### config.mk
export PLATFORM = sky130hd
export DESIGN_NAME = multicycle_ctrl_flat
export DESIGN_NICKNAME = d
export VERILOG_FILES = /design/src/rtl/mips_defs.sv /design/src/rtl/multicycle_ctrl_if.sv /design/src/rtl/instr_class.sv /design/src/rtl/multicycle_ctrl.sv /design/src/flat_wrapper.sv
export SDC_FILE = /design/constraint.sdc
export NUM_CORES = 1
export LEC_CHECK = 0
export ABC_AREA = 1
export BUFFER_PORTS_ARGS = -buffer_cell sky130_fd_sc_hd__buf_4
export CAP_MARGIN = 20
export CELL_PAD_IN_SITES_DETAIL_PLACEMENT = 2
export CELL_PAD_IN_SITES_GLOBAL_PLACEMENT = 2
export CORE_MARGIN = 1.5
export CORE_UTILIZATION = 18
export CTS_CLUSTER_SIZE = 28
export DETAILED_ROUTE_END_ITERATION = 12
export PLACE_DENSITY_LB_ADDON = 0.1
export SYNTH_ARGS = -nofsm -noshare
export SYNTH_HDL_FRONTEND = slang
export SYNTH_SLANG_ARGS = --single-unit
### constraint.sdc
create_clock -name clk -period 1.7 [get_ports clk]
set_clock_uncertainty 0.1 [all_clocks]
set_input_delay 0.17 -clock clk [delete_from_list [all_inputs] [get_ports clk]]
set_output_delay 0.17 -clock clk [all_outputs]
set_load 0.01 [all_outputs]
### src/rtl/mips_defs.sv
// Shared encodings for the MIPS-lite multi-cycle core: state codes, opcodes,
// funct codes, datapath select encodings and the decoded instruction class.
package mips_defs;

  localparam logic [2:0] ST_FETCH  = 3'd0;
  localparam logic [2:0] ST_DECODE = 3'd1;
  localparam logic [2:0] ST_EXE    = 3'd2;
  localparam logic [2:0] ST_MEM    = 3'd3;
  localparam logic [2:0] ST_WB     = 3'd4;

  localparam logic [5:0] OP_RTYPE = 6'b000000;
  localparam logic [5:0] OP_LW    = 6'b100011;
  localparam logic [5:0] OP_SW    = 6'b101011;
  localparam logic [5:0] OP_BEQ   = 6'b000100;
  localparam logic [5:0] OP_LUI   = 6'b001111;
  localparam logic [5:0] OP_ORI   = 6'b001101;
  localparam logic [5:0] OP_JAL   = 6'b000011;

  localparam logic [5:0] FN_ADDU = 6'b100001;
  localparam logic [5:0] FN_SUBU = 6'b100011;
  localparam logic [5:0] FN_JR   = 6'b001000;

  typedef enum logic [2:0] {
    ALU_ADD = 3'b000,
    ALU_SUB = 3'b001,
    ALU_OR  = 3'b010,
    ALU_LUI = 3'b011
  } aluOp_e;

  typedef enum logic [1:0] {
    PC_PLUS4  = 2'b00,
    PC_BRANCH = 2'b01,
    PC_JUMP   = 2'b10,
    PC_REG    = 2'b11
  } pcSrc_e;

  typedef enum logic [1:0] {
    DST_RT = 2'b00,
    DST_RD = 2'b01,
    DST_RA = 2'b10
  } regDst_e;

  typedef enum logic [1:0] {
    WB_ALU = 2'b00,
    WB_MEM = 2'b01,
    WB_PC  = 2'b11
  } memtoReg_e;

  // rtype is set together with addu or subu; jr and nop stand alone
  typedef struct packed {
    logic rtype;
    logic addu;
    logic subu;
    logic jr;
    logic ori;
    logic lui;
    logic lw;
    logic sw;
    logic beq;
    logic jal;
    logic nop;
  } instrClass_t;

endpackage

### src/rtl/multicycle_ctrl_if.sv
// Controller <-> datapath bundle: IR fields and ALU zero in, enables and selects out.
interface multicycle_ctrl_if;
  logic [5:0] op;
  logic [5:0] funct;
  logic       zero;
  logic       PCWr;
  logic [1:0] PCSrc;
  logic       IRWr;
  logic       RegWrite;
  logic [1:0] RegDst;
  logic [1:0] MemtoReg;
  logic       ALUSrc;
  logic       ExtOp;
  logic [2:0] ALUOp;
  logic       MemWrite;
  logic       instr_done;
  logic [2:0] state;

  modport master (
    input  op, funct, zero,
    output PCWr, PCSrc, IRWr, RegWrite, RegDst, MemtoReg,
           ALUSrc, ExtOp, ALUOp, MemWrite, instr_done, state
  );

  modport slave (
    output op, funct, zero,
    input  PCWr, PCSrc, IRWr, RegWrite, RegDst, MemtoReg,
           ALUSrc, ExtOp, ALUOp, MemWrite, instr_done, state
  );
endinterface

### src/rtl/instr_class.sv
// Combinational opcode/funct decode into instruction class bits; anything
// outside the supported set decodes as nop.
module instr_class
  import mips_defs::*;
(
  input  logic [5:0]  op,
  input  logic [5:0]  funct,
  output instrClass_t cls
);

  always_comb begin
    cls = '0;
    case (op)
      OP_RTYPE: begin
        case (funct)
          FN_ADDU: begin cls.rtype = 1'b1; cls.addu = 1'b1; end
          FN_SUBU: begin cls.rtype = 1'b1; cls.subu = 1'b1; end
          FN_JR:   cls.jr = 1'b1;
          default: cls.nop = 1'b1;
        endcase
      end
      OP_ORI:  cls.ori = 1'b1;
      OP_LUI:  cls.lui = 1'b1;
      OP_LW:   cls.lw  = 1'b1;
      OP_SW:   cls.sw  = 1'b1;
      OP_BEQ:  cls.beq = 1'b1;
      OP_JAL:  cls.jal = 1'b1;
      default: cls.nop = 1'b1;
    endcase
  end

endmodule

### src/rtl/multicycle_ctrl.sv
// Multi-cycle control FSM for the MIPS-lite core: sequences FETCH, DECODE,
// EXE, MEM and WB and drives every datapath enable and select combinationally.
module multicycle_ctrl
  import mips_defs::*;
(
  input logic               clk,
  input logic               reset,
  multicycle_ctrl_if.master bus
);

  instrClass_t cls;
  logic [2:0]  state;
  logic [2:0]  stateNext;
  logic        pcWr;
  pcSrc_e      pcSrc;
  logic        irWr;
  logic        regWrite;
  regDst_e     regDst;
  memtoReg_e   memtoReg;
  logic        aluSrc;
  logic        extOp;
  aluOp_e      aluOp;
  logic        memWrite;
  logic        done;

  instr_class uClass (
    .op    (bus.op),
    .funct (bus.funct),
    .cls   (cls)
  );

  always_ff @(posedge clk or posedge reset) begin
    if (reset) state <= ST_FETCH;
    else       state <= stateNext;
  end

  always_comb begin
    stateNext = ST_FETCH;
    pcWr      = 1'b0;
    pcSrc     = PC_PLUS4;
    irWr      = 1'b0;
    regWrite  = 1'b0;
    regDst    = DST_RT;
    memtoReg  = WB_ALU;
    aluSrc    = 1'b0;
    extOp     = 1'b0;
    aluOp     = ALU_ADD;
    memWrite  = 1'b0;
    done      = 1'b0;

    // ALU controls stay valid from EXE through MEM/WB of the same instruction
    if (state == ST_EXE || state == ST_MEM || state == ST_WB) begin
      if (cls.addu || cls.lw || cls.sw) aluOp = ALU_ADD;
      if (cls.subu || cls.beq)          aluOp = ALU_SUB;
      if (cls.lw || cls.sw)             aluSrc = 1'b1;
      if (cls.ori) begin
        aluOp  = ALU_OR;
        aluSrc = 1'b1;
        extOp  = 1'b1;
      end
      if (cls.lui) begin
        aluOp  = ALU_LUI;
        aluSrc = 1'b1;
      end
    end

    case (state)
      ST_FETCH: begin
        irWr      = 1'b1;
        pcWr      = 1'b1;
        stateNext = ST_DECODE;
      end
      ST_DECODE: begin
        if (cls.jal) begin
          pcWr     = 1'b1;
          pcSrc    = PC_JUMP;
          regWrite = 1'b1;
          regDst   = DST_RA;
          memtoReg = WB_PC;
          done     = 1'b1;
        end else if (cls.jr) begin
          pcWr  = 1'b1;
          pcSrc = PC_REG;
          done  = 1'b1;
        end else if (cls.nop) begin
          done = 1'b1;
        end else begin
          stateNext = ST_EXE;
        end
      end
      ST_EXE: begin
        if (cls.beq) begin
          pcSrc = PC_BRANCH;
          pcWr  = bus.zero;
          done  = 1'b1;
        end else if (cls.lw || cls.sw) begin
          stateNext = ST_MEM;
        end else if (cls.rtype || cls.ori || cls.lui) begin
          stateNext = ST_WB;
        end
      end
      ST_MEM: begin
        if (cls.sw) begin
          memWrite = 1'b1;
          done     = 1'b1;
        end else if (cls.lw) begin
          stateNext = ST_WB;
        end
      end
      ST_WB: begin
        if (cls.rtype || cls.ori || cls.lui || cls.lw) begin
          regWrite = 1'b1;
          regDst   = cls.rtype ? DST_RD : DST_RT;
          memtoReg = cls.lw ? WB_MEM : WB_ALU;
          done     = 1'b1;
        end
      end
      default: ;
    endcase
  end

  // state is already FETCH during reset, so only the enables need forcing low
  assign bus.PCWr       = pcWr     & ~reset;
  assign bus.IRWr       = irWr     & ~reset;
  assign bus.RegWrite   = regWrite & ~reset;
  assign bus.MemWrite   = memWrite & ~reset;
  assign bus.instr_done = done     & ~reset;
  assign bus.PCSrc      = pcSrc;
  assign bus.RegDst     = regDst;
  assign bus.MemtoReg   = memtoReg;
  assign bus.ALUSrc     = aluSrc;
  assign bus.ExtOp      = extOp;
  assign bus.ALUOp      = aluOp;
  assign bus.state      = state;

endmodule

### src/flat_wrapper.sv
// flat-port wrapper written by rule: the top's interface ports become plain ports
module multicycle_ctrl_flat import mips_defs::*;
  (clk, reset, bus_op, bus_funct, bus_zero, bus_PCWr, bus_PCSrc, bus_IRWr, bus_RegWrite, bus_RegDst, bus_MemtoReg, bus_ALUSrc, bus_ExtOp, bus_ALUOp, bus_MemWrite, bus_instr_done, bus_state);
  multicycle_ctrl_if bus_i ();
  input logic clk;
  input logic reset;
  input wire logic [$bits(bus_i.op)-1:0] bus_op;
  input wire logic [$bits(bus_i.funct)-1:0] bus_funct;
  input wire logic [$bits(bus_i.zero)-1:0] bus_zero;
  output wire logic [$bits(bus_i.PCWr)-1:0] bus_PCWr;
  output wire logic [$bits(bus_i.PCSrc)-1:0] bus_PCSrc;
  output wire logic [$bits(bus_i.IRWr)-1:0] bus_IRWr;
  output wire logic [$bits(bus_i.RegWrite)-1:0] bus_RegWrite;
  output wire logic [$bits(bus_i.RegDst)-1:0] bus_RegDst;
  output wire logic [$bits(bus_i.MemtoReg)-1:0] bus_MemtoReg;
  output wire logic [$bits(bus_i.ALUSrc)-1:0] bus_ALUSrc;
  output wire logic [$bits(bus_i.ExtOp)-1:0] bus_ExtOp;
  output wire logic [$bits(bus_i.ALUOp)-1:0] bus_ALUOp;
  output wire logic [$bits(bus_i.MemWrite)-1:0] bus_MemWrite;
  output wire logic [$bits(bus_i.instr_done)-1:0] bus_instr_done;
  output wire logic [$bits(bus_i.state)-1:0] bus_state;
  assign bus_i.op = bus_op;
  assign bus_i.funct = bus_funct;
  assign bus_i.zero = bus_zero;
  assign bus_PCWr = bus_i.PCWr;
  assign bus_PCSrc = bus_i.PCSrc;
  assign bus_IRWr = bus_i.IRWr;
  assign bus_RegWrite = bus_i.RegWrite;
  assign bus_RegDst = bus_i.RegDst;
  assign bus_MemtoReg = bus_i.MemtoReg;
  assign bus_ALUSrc = bus_i.ALUSrc;
  assign bus_ExtOp = bus_i.ExtOp;
  assign bus_ALUOp = bus_i.ALUOp;
  assign bus_MemWrite = bus_i.MemWrite;
  assign bus_instr_done = bus_i.instr_done;
  assign bus_state = bus_i.state;
  multicycle_ctrl u_core (.clk(clk), .reset(reset), .bus(bus_i));
endmodule
==> metrics.cfg <==
[run_status]
status = finished, violations left
failed_checks = negative setup slack

[synthesis]
synth_top_cell_area_share_pct = 14.9
synth_area_per_cell_um2 = 5.34
synthArstFlopShare_pct = 100
synth_commonest_cells = inv_1 (22), nand2_1 (19), nor2_1 (19)
synth_edf_count = 0
synth_area_leaders = inv_1 (15%), dfrtp_1 (14%), nand2_1 (13%)
syn_inst = 104
synth-seq-cells = 3
syn-cell-area_um2 = 556
synth_flop_cell = dfrtp_1
ys_types = 20
ys_warn_count = 0
seq_area_frac_synth_pct = 13.5
synth_fp_nets = 119
synth_most_common_cell = inv_1
yosysTopAreaCell = inv_1

[final_layout]
top_register = u_core.bus.state
final_core_util_pct = 33.2
largest_reg_flops = 3
diodes = 0
top_regs = u_core.bus.state (3)
syn_to_final_growth_pct = 70.7
final_nets = 161
post_route_cells_drive_above_1_share_pct = 47.6
finalNonFillerCells = 176

[setup_path]
crit_buf_inv = 1
cp_slowest_cell = dfrtp_2
worst_setup_path_start_kind = flop
crit_family = simple AND/OR/NAND/NOR gates
cp_slowest_stage_delay_ps = 450
cp-startpoint = u_core.bus.state[0]
crit_arrival_ps = 1460
cp_max_fo = 6
crit_chain = nand3_2, nor2_2, nand2_1, nand2_1, nor2_1, nand2_1, nor2_1, nor2_1, buf_4
r2r_start = u_core.bus.state[1]
crit_type = reg -> out
endpoint_kind = output pin
cp_data_required_time_ps = 1430
ff2ff_setup_slack_ps = 450

[timing]
setup_slack_ps = -30.8
finalSetupViolCount = 2
finalCritPeriodShare_pct = 102
rsz0062_at_grt = true
max_freq_mhz = 578
slew_viol_final = 0
finalHoldViolations = 0
period_minus_slack_ps = 1730

[place]
place_ws_ps = 61.1
io_buffer_count = 32
dp_hpwl_mm = 1.83
globalplace.congestion = 0.735
dp.cells = 165

[route]
vias = 804
firstDrtPassIters = 2
route.detailed.wl_per_inst_um = 12.7
drc_errors = 0
viasPerCell = 4.57
ant_nets = 0
initialDrtViolationCount = 8
wl_mm = 2.23

[floorplanning]
ios = 34
die_h_um = 58.6
initial_core_util_pct = 19.5
core_area_um2 = 2850
fp-row-count = 19
dieArea_um2 = 3430
die_x_um = 58.6

[pwr]
peakVddDrop_mv = 0.214
p_leak_nw = 0.556
powerDensity_nw_per_um2 = 573

[clock_tree]
cts-root-buf = clkbuf_4
clk_pin_slew_ps = 40
cts_tree = done
clock_latency_ps = 250
clock_path_buffers = 2
h-tree-depth = 1
clock_sinks = 3
cts_buffers = 3

[global_routing]
grt_remaining_overflow = 0
grt_pass1_vias = 884
grt_use_total_pct = 14.3
grt_pass1_wl_mm = 3.79
antenna_found_initial = 0
grt_start_max_net_pins = 7

[min_path]
min_path_type = in -> reg
min_from = bus_op[5]

[flow_run]
maxCapViolCount = 0

worst min-delay path, cell delays in order:
cell	delay [ps]
buf_4	130
nand3_1	70
nor2_1	50
nand2_1	100
nand2_1	60
through the flow:
step	cell area, um2	setup TNS (ps)	hold slack [ps]	power (W)
floorplan	556	0	-171	0.000236
global placement	820	0	-10.7	0.000353
detailed placement	820	0	-5.83	0.000360
CTS	923	-50.2	272	0.000540
global route	948	-477	304	0.000592
finish	948	-35.4	280	0.000544
report_power, final:
| part | internal [W] | switching, W | total [W] |
|---|---|---|---|
| Sequential | 0.0000883 | 0.0000355 | 0.000124 |
| Clock | 0.0000884 | 0.0000445 | 0.000133 |
| Combinational | 0.000130 | 0.000157 | 0.000287 |
| Total | 0.000307 | 0.000237 | 0.000544 |
cell usage in the layout (no fill, tap or decap):
cell,synthesis,final
buf_4,2,38
inv_1,22,19
nor2_1,19,17
nand2_1,19,17
nand3_1,14,10
nand2_2,4,6
inv_2,1,4
nor2_4,3,4
nor2_2,3,4
nand3_2,0,4
clkbuf_4,0,3
nor3_1,2,2
o21ai_0,3,2
dfrtp_2,0,2
nor3_2,1,1
a31oi_2,0,1
or2_1,1,1
nand2_4,1,1
nand3b_1,1,1
o21ai_2,0,1
o21bai_1,1,1
a31oi_1,2,1
a21oi_1,1,1
conb_1,1,1
clkbuf_1,0,1
dlygate4sd3_1,0,1
dfrtp_1,3,1
final timing paths:
kind	depth (start not counted)	endpoint
setup reg to reg	6	u_core.bus.state[0]
setup / recovery	9	bus_instr_done
min in group asynchronous	3	u_core.bus.state[1]
max in group asynchronous	3	u_core.bus.state[0]
hold reg to reg	3	u_core.bus.state[2]
hold / removal	5	u_core.bus.state[1]
metal layers:
| layer | global-route usage [%] | wire length [um] |
|---|---|---|
| met2 | 27.1 | 1180 |
| met3 | 0.879 | 87 |
| met1 | 16.4 | 925 |
| met5 | 0 | 0 |
| met4 | 5.98 | 40 |
repair_timing:
item,4_1_cts,5_1_grt
endpoints found under the setup margin,4,6
hold buffers,1,0
pin swaps,6,2
cloned,0,0
gates resized for setup,12,5
endpoints found under the hold margin,3,0
setup buffers,5,1
kinds of logic (layout without fill, tap and decap cells):
kind of cell | Yosys count | in the layout | share of synthesized area [%]
AO/OA/AOI/OAI | 7 | 7 | 7.21
buffers and inverters | 25 | 66 | 18.2
flip-flops | 3 | 3 | 13.5
other | 1 | 1 | 0.675
AND/OR/NAND/NOR | 68 | 68 | 60.4
cell type report:
| cell class | count | area, um2 |
|---|---|---|
| tap | 31 | 38.8 |
| clock buffer | 4 | 26.3 |
| multi-input combinational | 76 | 424 |
| sequential | 3 | 77.6 |
| fill | 385 | 1900 |
| inverter | 23 | 86.3 |
| timing repair buffer | 39 | 295 |
No activity file was read; power rests on OpenSTA's default activity.
